**src/rtl/shift_seq_pkg.sv**
```systemverilog
// -----------------------------------------------------------------------------
// shift_seq_pkg
// Shared definitions for the serial shift-register sequencer:
//   - state_t   : FSM state encoding (IDLE=0, SHIFT=1, LATCH=2, GAP=3)
//   - DEF_*     : default parameter values used by shift_seq_ctrl
//   - clog2_min1: $clog2 that never returns less than 1, so counters that only
//                 ever need zero bits still get a legal one-bit vector
// -----------------------------------------------------------------------------
package shift_seq_pkg;

    typedef enum logic [1:0] {
        ST_IDLE  = 2'd0,
        ST_SHIFT = 2'd1,
        ST_LATCH = 2'd2,
        ST_GAP   = 2'd3
    } state_t;

    localparam int DEF_WIDTH      = 16;
    localparam int DEF_CLK_DIV    = 4;
    localparam int DEF_GAP_CYCLES = 2;

    function automatic int clog2_min1(input int value);
        return (value <= 1) ? 1 : $clog2(value);
    endfunction

endpackage

```
**src/rtl/shift_tick_gen.sv**
```systemverilog
// -----------------------------------------------------------------------------
// shift_tick_gen
// Bit-rate divider for the shift sequencer. Owns div_cnt and produces the
// registered per-bit strobe (tick), high in the cycle where div_cnt is at its
// terminal value CLK_DIV-1.
//
// Ports:
//   CLK   in  system clock, rising edge
//   RST   in  asynchronous reset, active-high
//   clear in  restart: the next cycle is the first divider cycle (div_cnt=0)
//   run   in  continue counting into the next cycle; when neither clear nor
//             run is high the divider parks at 0 with tick low
//   tick  out registered strobe, one cycle per serial bit
// -----------------------------------------------------------------------------
module shift_tick_gen
    import shift_seq_pkg::*;
#(
    parameter int CLK_DIV = DEF_CLK_DIV
) (
    input  logic CLK,
    input  logic RST,
    input  logic clear,
    input  logic run,
    output logic tick
);

    localparam int DW = clog2_min1(CLK_DIV);
    localparam logic [DW-1:0] DIV_LAST = DW'(CLK_DIV - 1);

    logic [DW-1:0] div_cnt_reg;
    logic [DW-1:0] div_cnt_next;
    logic          tick_reg;
    logic          tick_next;

    // The strobe is computed from the count the *next* cycle will hold, so
    // that tick_reg is high exactly during the cycle where div_cnt==CLK_DIV-1.
    always_comb begin
        div_cnt_next = '0;
        tick_next    = 1'b0;
        if (clear) begin
            div_cnt_next = '0;
            tick_next    = (DIV_LAST == '0);
        end else if (run) begin
            div_cnt_next = (div_cnt_reg == DIV_LAST) ? '0 : div_cnt_reg + DW'(1);
            tick_next    = (div_cnt_next == DIV_LAST);
        end
    end

    always_ff @(posedge CLK or posedge RST) begin
        if (RST) begin
            div_cnt_reg <= '0;
            tick_reg    <= 1'b0;
        end else begin
            div_cnt_reg <= div_cnt_next;
            tick_reg    <= tick_next;
        end
    end

    assign tick = tick_reg;

endmodule

```
**src/rtl/shift_seq_ctrl.sv**
```systemverilog
// -----------------------------------------------------------------------------
// shift_seq_ctrl
// Sequencer for the serial shift-register chain. Takes a parallel word over a
// VALID/READY handshake, shifts it out on SDATA inside the ENdin window with
// one SHIFT_STB per bit, pulses LATCH/DONE after the last bit and then holds
// off for GAP_CYCLES before accepting the next word.
//
// Ports:
//   CLK        in  system clock, rising edge
//   RST        in  asynchronous reset, active-high
//   DATA_IN    in  [WIDTH] word to serialize
//   VALID      in  DATA_IN valid
//   READY      out block can accept a word (decode of state==IDLE)
//   ABORT      in  synchronous frame cancel, honoured in SHIFT and LATCH
//   SDATA      out serial data bit (registered)
//   SHIFT_STB  out one-cycle strobe; chain samples SDATA on it (registered)
//   ENdin      out high for the whole shift window (registered)
//   LATCH      out one-cycle parallel-latch pulse after the last bit
//   BUSY       out state != IDLE (registered)
//   DONE       out one-cycle pulse, same cycle as LATCH
//
// Build option: define SHIFT_SEQ_LSB_FIRST_EN to send the word LSB first;
// by default it is sent MSB first. Timing is identical either way.
// -----------------------------------------------------------------------------
module shift_seq_ctrl
    import shift_seq_pkg::*;
#(
    parameter int WIDTH      = DEF_WIDTH,
    parameter int CLK_DIV    = DEF_CLK_DIV,
    parameter int GAP_CYCLES = DEF_GAP_CYCLES
) (
    input  logic             CLK,
    input  logic             RST,
    input  logic [WIDTH-1:0] DATA_IN,
    input  logic             VALID,
    output logic             READY,
    input  logic             ABORT,
    output logic             SDATA,
    output logic             SHIFT_STB,
    output logic             ENdin,
    output logic             LATCH,
    output logic             BUSY,
    output logic             DONE
);

    localparam int BW = clog2_min1(WIDTH);
    localparam int GW = clog2_min1(GAP_CYCLES + 1);
    localparam logic [BW-1:0] BIT_LAST = BW'(WIDTH - 1);
    localparam logic [GW-1:0] GAP_LAST = GW'((GAP_CYCLES > 0) ? GAP_CYCLES - 1 : 0);

    state_t           state_reg;
    logic [WIDTH-1:0] shadow_reg;
    logic [BW-1:0]    bit_cnt_reg;
    logic [GW-1:0]    gap_cnt_reg;
    logic             sdata_reg;
    logic             endin_reg;
    logic             latch_reg;
    logic             done_reg;
    logic             busy_reg;

    logic             tick;
    logic             tick_clear;
    logic             tick_run;
    logic             last_strobe;
    logic             first_bit;
    logic [BW-1:0]    bit_cnt_next;
    logic [WIDTH-1:0] ser_order;

    // ser_order[i] is the shadow bit that goes out as the i-th serial bit, so
    // the datapath below never needs to know the bit order.
    generate
        for (genvar gi = 0; gi < WIDTH; gi++) begin : g_order
`ifdef SHIFT_SEQ_LSB_FIRST_EN
            assign ser_order[gi] = shadow_reg[gi];
`else
            assign ser_order[gi] = shadow_reg[WIDTH-1-gi];
`endif
        end
    endgenerate

    // The first bit is registered in the accept cycle, before the shadow
    // register holds the word, so it is taken straight from DATA_IN.
`ifdef SHIFT_SEQ_LSB_FIRST_EN
    assign first_bit = DATA_IN[0];
`else
    assign first_bit = DATA_IN[WIDTH-1];
`endif

    assign bit_cnt_next = bit_cnt_reg + BW'(1);
    assign last_strobe  = tick && (bit_cnt_reg == BIT_LAST);

    // The divider restarts on accept and keeps running only while the frame
    // stays in SHIFT; an abort or the final strobe parks it, which is what
    // suppresses any further SHIFT_STB.
    assign tick_clear = (state_reg == ST_IDLE) && VALID;
    assign tick_run   = (state_reg == ST_SHIFT) && !ABORT && !last_strobe;

    shift_tick_gen #(
        .CLK_DIV (CLK_DIV)
    ) u_tick_gen (
        .CLK   (CLK),
        .RST   (RST),
        .clear (tick_clear),
        .run   (tick_run),
        .tick  (tick)
    );

    always_ff @(posedge CLK or posedge RST) begin
        if (RST) begin
            state_reg   <= ST_IDLE;
            shadow_reg  <= '0;
            bit_cnt_reg <= '0;
            gap_cnt_reg <= '0;
            sdata_reg   <= 1'b0;
            endin_reg   <= 1'b0;
            latch_reg   <= 1'b0;
            done_reg    <= 1'b0;
            busy_reg    <= 1'b0;
        end else begin
            // LATCH and DONE are single-cycle pulses unless re-armed below.
            latch_reg <= 1'b0;
            done_reg  <= 1'b0;
            case (state_reg)
                ST_IDLE: begin
                    if (VALID) begin
                        state_reg   <= ST_SHIFT;
                        shadow_reg  <= DATA_IN;
                        bit_cnt_reg <= '0;
                        sdata_reg   <= first_bit;
                        endin_reg   <= 1'b1;
                        busy_reg    <= 1'b1;
                    end
                end
                ST_SHIFT: begin
                    // Abort takes priority over the final strobe, so a
                    // cancelled frame never produces a LATCH.
                    if (ABORT) begin
                        state_reg   <= ST_IDLE;
                        bit_cnt_reg <= '0;
                        sdata_reg   <= 1'b0;
                        endin_reg   <= 1'b0;
                        busy_reg    <= 1'b0;
                    end else if (last_strobe) begin
                        state_reg   <= ST_LATCH;
                        bit_cnt_reg <= '0;
                        sdata_reg   <= 1'b0;
                        endin_reg   <= 1'b0;
                        latch_reg   <= 1'b1;
                        done_reg    <= 1'b1;
                    end else if (tick) begin
                        bit_cnt_reg <= bit_cnt_next;
                        sdata_reg   <= ser_order[bit_cnt_next];
                    end
                end
                ST_LATCH: begin
                    if (ABORT || (GAP_CYCLES == 0)) begin
                        state_reg <= ST_IDLE;
                        busy_reg  <= 1'b0;
                    end else begin
                        state_reg   <= ST_GAP;
                        gap_cnt_reg <= '0;
                    end
                end
                ST_GAP: begin
                    if (gap_cnt_reg == GAP_LAST) begin
                        state_reg   <= ST_IDLE;
                        gap_cnt_reg <= '0;
                        busy_reg    <= 1'b0;
                    end else begin
                        gap_cnt_reg <= gap_cnt_reg + GW'(1);
                    end
                end
                default: begin
                    state_reg <= ST_IDLE;
                    busy_reg  <= 1'b0;
                end
            endcase
        end
    end

    assign READY     = (state_reg == ST_IDLE);
    assign SDATA     = sdata_reg;
    assign SHIFT_STB = tick;
    assign ENdin     = endin_reg;
    assign LATCH     = latch_reg;
    assign BUSY      = busy_reg;
    assign DONE      = done_reg;

endmodule

```
**config.mk**
```make
export PLATFORM = sky130hd
export DESIGN_NAME = shift_seq_ctrl
export DESIGN_NICKNAME = d
export VERILOG_FILES = /design/src/rtl/shift_seq_pkg.sv /design/src/rtl/shift_tick_gen.sv /design/src/rtl/shift_seq_ctrl.sv
export SDC_FILE = /design/constraint.sdc
export NUM_CORES = 1
export LEC_CHECK = 0
export ABC_AREA = 1
export CAP_MARGIN = 20
export CORE_UTILIZATION = 50
export CTS_CLUSTER_DIAMETER = 120
export DETAILED_ROUTE_END_ITERATION = 10
export GPL_ROUTABILITY_DRIVEN = 0
export PLACE_DENSITY_LB_ADDON = 0.12
export SKIP_LAST_GASP = 1
export SYNTH_ARGS = -nofsm -noshare
export SYNTH_HDL_FRONTEND = slang
export SYNTH_SLANG_ARGS = --single-unit
```
**constraint.sdc**
```tcl
create_clock -name CLK -period 1.81 [get_ports CLK]
set_input_delay 0.4525 -clock CLK [delete_from_list [all_inputs] [get_ports CLK]]
set_output_delay 0.4525 -clock CLK [all_outputs]
set_load 0.005 [all_outputs]
```
==> results.yml <==
run_status:
  status: "completed"
synthesis:
  synth.top_cell.area_share_pct: 47.44
  ys_seq_area_share_pct: 47.44
  syn_avg_cell_area_sq_um: 8.016
  netlist_top_cells_area: "dfrtp_1, nand2_1, ha_1"
  post-synth-top-count-cell: "nand2_1"
  async_reset_ff_share_pct: 100.0
  synth-edff-count: 0
  synthesis.area_sq_um: 1635
  synth_nets: 232
  synthFlopType: "dfrtp_1"
  synth_top_cells_by_count: "nand2_1, dfrtp_1, inv_1"
  syn_inst: 204
  ys.warnings.count: 0
  ys_ff_latch: 31
  yosys.area.top_type: "dfrtp_1"
  synth.distinct_cells: 24
critical_path:
  worst-setup-path-type: "flip-flop to primary output"
  cp_slowest_cell: "clkdlybuf4s50_1"
  worst_setup_path_start_kind: "flip-flop"
  path_buf_inv: 1
  cp_cell_sequence: "clkdlybuf4s50_1"
  critPathRequiredTime_ps: 1360
  reg2reg_slack_ps: 270
  arrival_ps: 1280
  end_kind: "primary output"
  cp_top_family: "buffers and inverters"
  critPathMaxFanout: 4
  max_stage_delay_ps: 520
timing:
  max_freq_ghz: 0.5780
  tightest_slew_ps: 399.5
  setup-tns-final_ps: 0
  maxSlewViolCount: 0
  max_slew_margin_pct: 73.37
  worst_hold_slack_ps: 485.9
  rsz0062_at_grt: "no"
  finalWorstSetupSlack_ps: 79.82
  hold_viol_final: 0
  min_period_ps: 1730
  worst_clock_skew_ps: 11.10
  period_share_pct: 95.59
  setup_viol: 0
global_route:
  antenna_found_initial: 0
  met2_usage_pct: 36.76
  grt-ovfl-total: 0
  grt_pass1_wl_mm: 5.713
  met1_usage_pct: 27.03
  grt_usage_pct: 22.03
  busiest_layer: "met2"
  grt_use_met3_pct: 5.895
  grt_max_degree: 32
  grt_pass1_vias: 1344
floorplan:
  die_area_sq_um: 3503
  dieWidth_microns: 59.19
  initial_core_util_pct: 53.13
  dieHeight_microns: 59.19
  ios: 27
  coreArea_sq_um: 3078
  num_rows: 20
pwr:
  ir_drop_mv: 0.8077
  cellPowerDensity_nw_per_um2: 1350
  p_leak_nw: 1.013
placement:
  placed_cell_area_sq_um: 1947
  dp_cells: 273
  pre_cts_ws_ps: 107.8
  hpwl_mm: 2.470
  io_buffers: 26
detailed_routing:
  drtPass1Iterations: 4
  ant_nets: 0
  avgRoutedWirePerCell_microns: 11.97
  num_vias: 1374
  drc_errors: 0
  viasPerCell: 4.855
  dr.first_iter.drc_count: 39
  wirelength_mm: 3.387
job:
  max_cap_viol_count: 0
clock_tree:
  clock-sinks: 31
  cts_buffer_depth: 2
  cts_tree: "yes"
  clk_pin_slew_ps: 100
  root_buffer: "clkbuf_4"
  insertion_delay_ps: 330
  cts_made_buffers: 5
  cts_hold_buf: 0
  htree_levels: 2
layout:
  drive_gt1_share_pct: 12.55
  multiInputGateArea_sq_um: 734.5
  largest_reg_flops: 16
  antenna_cells: 0
  nets: 266
  final_cell_count_no_fill: 283
  area_delta_synth_final_pct: 24.33
  nFillCells: 277
  regArea_sq_um: 777.0
  fin_area_sq_um: 2033
worst_hold_path:
  hp-class: "input port to asynchronous set/reset pin"
==> worst paths after layout <==
path / from / to / cells after the start
max in group asynchronous: RST / u_tick_gen.tick / 3
max reg2reg: state_reg[0] / SDATA / 10
max: u_tick_gen.tick / SHIFT_STB / 1
min in group CLK: u_tick_gen.div_cnt_reg[0] / u_tick_gen.div_cnt_reg[0] / 1
min: RST / u_tick_gen.div_cnt_reg[1] / 3
min reg2reg: u_tick_gen.div_cnt_reg[0] / u_tick_gen.div_cnt_reg[0] / 1
==> where the power goes <==
part | total [W] | internal [W] | switching [W]
Clock | 0.000467 | 0.000228 | 0.000238
Sequential | 0.00111 | 0.000949 | 0.000161
Combinational | 0.00117 | 0.000490 | 0.000679
==> through the flow <==
stage / power [W] / utilization [%]
2_1_floorplan: 0.001896 / -
3_3_place_gp: 0.002199 / 63.25
3_5_place_dp: 0.002251 / 63.25
4_1_cts: 0.002756 / 66.06
5_1_grt: 0.002968 / 66.06
6_report: 0.002745 / 66.06
==> area by class of cell <==
| type | instances | area share, % |
|---|---|---|
| flip-flops and latches | 31 | 38.22 |
| repair buffers | 32 | 14.95 |
| clock buffers | 8 | 3.385 |
| well taps | 44 | 2.708 |
| multi-input cells | 143 | 36.12 |
| inverters | 25 | 4.615 |
==> layer usage <==
metal / up-vias / wire (microns)
met5: - / 0
met4: 0 / 46
met3: 6 / 123
met2: 31 / 1642
met1: 639 / 1575
li1: 698 / -
==> repair_timing <==
item                       in CTS  in global routing
setup endpoints to repair       2                  0
setup buffers                   2                  0
hold endpoints to repair        0                  0
resized for setup               5                  0
==> cells by family after synthesis <==
kind of cell / synth area share, %
buffers and inverters: 7.804
adder cells (fa/ha/maj): 6.121
AO/OA/AOI/OAI: 7.116
AND/OR/NAND/NOR: 31.52
flip-flops: 47.44
==> layout by cell type (no fill, tap or decap), drive strengths merged <==
cell / count
o22ai: 1
nand4: 2
clkbuf: 8
buf: 6
ha: 8
a21oi: 4
nand3: 12
clkdlybuf4s50: 25
dfrtp: 31
inv: 24
nor3: 1
nand2: 79
nor2: 20
dlygate4sd2: 1
o31ai: 2
o21ai: 14
clkinv: 1
No activity file was read; power rests on OpenSTA's default activity.
